## config.mk

```make
export PLATFORM = sky130hd
export DESIGN_NAME = contador_pc
export DESIGN_NICKNAME = d
export VERILOG_FILES = /design/src/rtl/contador_pc_pkg.sv /design/src/rtl/contador_pc_perf.sv /design/src/rtl/contador_pc.sv
export SDC_FILE = /design/constraint.sdc
export NUM_CORES = 1
export LEC_CHECK = 0
export ABC_AREA = 1
export ABC_CLOCK_PERIOD_IN_PS = 1410
export BUFFER_PORTS_ARGS = -buffer_cell sky130_fd_sc_hd__buf_2
export CELL_PAD_IN_SITES_DETAIL_PLACEMENT = 0
export CELL_PAD_IN_SITES_GLOBAL_PLACEMENT = 2
export CORE_UTILIZATION = 21
export DETAILED_ROUTE_END_ITERATION = 10
export PLACE_DENSITY = 0.71
export SLEW_MARGIN = 20
export SYNTH_ARGS = -nofsm -noshare
export SYNTH_HDL_FRONTEND = slang
export SYNTH_SLANG_ARGS = --single-unit
```

## constraint.sdc

```tcl
create_clock -name clk -period 1.41 [get_ports clk]
set_input_delay 0.282 -clock clk [delete_from_list [all_inputs] [get_ports clk]]
set_output_delay 0.282 -clock clk [all_outputs]
set_load 0.05 [all_outputs]
```

## src/rtl/contador_pc_pkg.sv

```systemverilog
// Shared defaults for the program-counter register block.
// Consumed by contador_pc and its optional perf counter (CONTADOR_PC_PERF_EN).
package contador_pc_pkg;

   localparam int XLEN_DEF = 32;
   localparam int RESET_VECTOR_DEF = 0;
   localparam int PC_INCR = 4;
   localparam int CNT_W_DEF = 64;

   // Low PC bits that must read as zero for a 4-byte aligned fetch address.
   localparam logic [1:0] PC_ALIGN_MASK = 2'b11;

endpackage : contador_pc_pkg

```

## src/rtl/contador_pc_perf.sv

```systemverilog
// Wrapping update counter: counts every non-reset clock edge of the PC register.
// Instantiated by contador_pc only when CONTADOR_PC_PERF_EN is defined.
module contador_pc_perf
   import contador_pc_pkg::*;
#(
   parameter int CNT_W = CNT_W_DEF
) (
   input  logic             clk,
   input  logic             reset,
   output logic [CNT_W-1:0] count
);

   always_ff @(posedge clk) begin
      if (reset) begin
         count <= '0;
      end else begin
         count <= count + CNT_W'(1);
      end
   end

endmodule : contador_pc_perf

```

## src/rtl/contador_pc.sv

```systemverilog
// Program counter register: aligned load every edge, PC+4, previous PC, misalignment flag.
// Optional update counter port upd_count when CONTADOR_PC_PERF_EN is defined.
module contador_pc
   import contador_pc_pkg::*;
#(
   parameter int              XLEN         = XLEN_DEF,
   parameter logic [XLEN-1:0] RESET_VECTOR = XLEN'(RESET_VECTOR_DEF),
   parameter int              CNT_W        = CNT_W_DEF
) (
   input  logic             clk,
   input  logic             reset,
   input  logic [XLEN-1:0]  PCNext,
   output logic [XLEN-1:0]  PC,
   output logic [XLEN-1:0]  PCPlus4,
   output logic [XLEN-1:0]  PCPrev,
   output logic             misaligned
`ifdef CONTADOR_PC_PERF_EN
   ,
   output logic [CNT_W-1:0] upd_count
`endif
);

   // Elaboration-time guard: the aligned slice below needs at least 3 PC bits.
   if (XLEN < 3 || CNT_W < 1) begin : g_bad_param
      $error("contador_pc: XLEN must be >= 3 and CNT_W >= 1");
   end

   logic [XLEN-1:0] pc_aligned;
   logic [XLEN-1:0] reset_pc;

   assign pc_aligned = {PCNext[XLEN-1:2], PCNext[1:0] & ~PC_ALIGN_MASK};
   assign reset_pc   = {RESET_VECTOR[XLEN-1:2], RESET_VECTOR[1:0] & ~PC_ALIGN_MASK};

   always_ff @(posedge clk) begin
      if (reset) begin
         PC         <= reset_pc;
         PCPrev     <= RESET_VECTOR;
         misaligned <= 1'b0;
      end else begin
         PC         <= pc_aligned;
         PCPrev     <= PC;
         misaligned <= |(PCNext[1:0] & PC_ALIGN_MASK);
      end
   end

   // Wraps modulo 2^XLEN by construction; carry out is dropped.
   assign PCPlus4 = PC + XLEN'(PC_INCR);

`ifdef CONTADOR_PC_PERF_EN
   contador_pc_perf #(
      .CNT_W (CNT_W)
   ) u_perf (
      .clk   (clk),
      .reset (reset),
      .count (upd_count)
   );
`endif

endmodule : contador_pc

```

==> impl_metrics.json <==
{
  "hold_class": "in -> reg",
  "maxCapViolations": 0,
  "wl_per_cell_um": 11.5,
  "layout_commonest_cell": "buf_2",
  "nFillCells": 1257,
  "cts-buffers-inserted": 9,
  "drc": 0,
  "yosysWarnings": 0,
  "diodes": 0,
  "post-route-period-util": 1.44,
  "dr.pass1.iters": 4,
  "pre_cts_ws_ns": -0.441,
  "fmax_mhz": 493,
  "violations": "negative setup slack",
  "cp_max_fo": 5,
  "worstPathArrival_ns": 1.74,
  "coreArea_sq_um": 12200,
  "io_pins": 131,
  "pwr-share-seq": 0.375,
  "rows": 40,
  "ys_ff_latch": 61,
  "finalSetupViolations": 29,
  "initial_utilization": 0.219,
  "cts_hold_buf": 0,
  "die_height_um": 115,
  "slowest_delay_ns": 0.36,
  "grt_pass1_vias": 2612,
  "combPwrFrac": 0.229,
  "htree_levels": 3,
  "timing.hold.ws_ns": 0.143,
  "min_period_ns": 2.03,
  "p_leak_nw": 2.61,
  "status": "finished with violations",
  "ant_nets": 0,
  "fin_nets": 593,
  "final_cells": 730,
  "clkSinkCount": 61,
  "clk_pin_slew_ns": 0.05,
  "syn_inst": 361,
  "netlist_area_sq_um": 2670,
  "slowest_stage": "dfxtp_4",
  "drt-total-wl_um": 8420,
  "grt_pass1_wl_um": 13000,
  "gp_congestion": 0.743,
  "cts_tree": "yes",
  "setup_ws_ns": -0.617,
  "yosysTopAreaCellShare": 0.458,
  "synth.distinct_cells": 19,
  "final_cell_mix": "83 x buf_2, 80 x nor2_1, 65 x inv_1",
  "die_area_sq_um": 13200,
  "switching_share": 0.316,
  "place_inst": 708,
  "drive_above_1_share": 0.578,
  "vias": 2735,
  "grt_usage": 0.135,
  "seq_area_frac_synth": 0.458,
  "rsz0062_at_grt": "yes",
  "yosys-top-cells-area": "dfxtp_1 46%, nor2_1 12%, nand2_1 11%",
  "slew_violations": 0,
  "vdd_ir_drop_max_mv": 0.460,
  "p_per_area_nw_per_um2": 980,
  "path_cells": "buf_6 -> clkinvlp_4 -> nor2_8 -> nand2_8 -> nor2_8 -> nand2_2 -> nand2_2 -> nand2_4 -> buf_8",
  "skew_ns": 0.00245,
  "worstPathRequired_ns": 1.13,
  "endpoint_kind": "output pin",
  "antenna_found_initial": 0,
  "hold_viol": 0,
  "switchingPower_mw": 1.58,
  "yosys.area.top_type": "dfxtp_1",
  "cts_buffer_depth": 2,
  "port-buffer-count": 124,
  "start_kind": "flip-flop",
  "final_util": 0.417,
  "criticalPathCategory": "reg -> out",
  "power.internal_mw": 3.42,
  "area_growth_pct": 90.8,
  "die_w_um": 115,
  "clkPwrFrac": 0.396,
  "grt_max_degree": 61,
  "avgSynthCellArea_sq_um": 7.39,
  "via_per_inst": 3.75,
  "clk-insertion-delay-late_ns": 0.33,
  "cts-root-buf": "clkbuf_16",
  "grt.overflow.total": 0,
  "dp_hpwl_um": 6570,
  "drt_iter0_drc": 94
}
sequential cells by signal (all words and copies together), names as in the netlist:
name and flops:
PCPrev 30, PC 30, misaligned 1
cell type report:
| class | instances | area (sq um) | area share |
|---|---|---|---|
| multi-input cells | 224 | 1640 | 0.323 |
| repair buffers | 194 | 1460 | 0.287 |
| well taps | 168 | 210 | 0.0413 |
| clock inverters | 2 | 10.0 | 0.00197 |
| flip-flops and latches | 61 | 1260 | 0.247 |
| clock buffers | 13 | 250 | 0.0492 |
| inverters | 68 | 259 | 0.0509 |
final timing paths:
kind / startpoint / endpoint / slack [ns] / depth (start not counted)
min: PCNext[4] / PC[4] / 0.14 / 3
min reg2reg: PC[31] / PCPrev[31] / 0.49 / 2
max: PC[2] / PCPlus4[27] / -0.62 / 9
max reg2reg: PC[2] / PCPrev[2] / 0.30 / 6
per-layer routing:
metal  global-route usage  vias up  share of wire
met5                    0        -              0
met4               0.0468        0          0.012
met3               0.0543        5          0.066
met2                0.228       86           0.49
met1                0.156     1238           0.43
li1                     -     1406              -
logic make-up after synthesis:
logic type                 Yosys count  share of synthesized area
xor gates and xnor gates            15                     0.0577
adders and majority gates            1                    0.00469
buffers and inverters               81                      0.122
DFF                                 61                      0.458
other                                1                    0.00141
and+or+nand+nor                    202                      0.356
cells in the mapped netlist:
cell type	number
nor2_1	88
nand2_1	77
inv_1	66
dfxtp_1	61
nand3_1	14
xor2_1	12
clkbuf_1	7
buf_4	6
nor2_8	5
nor2_2	4
nor2_4	4
and2_1	3
nand2_2	3
nand2_4	3
xor2_2	3
inv_2	2
conb_1	1
ha_1	1
nand2_8	1
power by group through the flow:
stage          Clock (mW)  Combinational [mW]  Sequential [mW]
2_1_floorplan           0               0.414             2.21
3_3_place_gp            0                1.03             1.90
3_5_place_dp            0                1.04             1.90
4_1_cts              2.07                1.13             1.87
5_1_grt              2.13                1.21             1.88
6_report             1.98                1.14             1.87
through the flow:
step | power, mW | setup TNS [ns] | instance area [sq um]
floorplan | 2.63 | -11.68 | 3090
global placement | 2.94 | -8.07 | 4350
detailed placement | 2.94 | -8.62 | 4350
CTS | 5.07 | -16.57 | 4980
global route | 5.22 | -17.73 | 5090
finish | 4.99 | -15.44 | 5090
timing repair:
item / CTS / global route
gates resized for setup: 99 / 36
endpoints found under the setup margin: 34 / 38
pin swaps: 10 / 16
setup buffers: 6 / 6
critical path: cells and delay by family (launching register included):
kind                   cells  cell delay [ns]
and+or+nand+nor            6             0.69
buffers and inverters      3             0.36
DFF                        1             0.36
No activity file was read; power rests on OpenSTA's default activity.
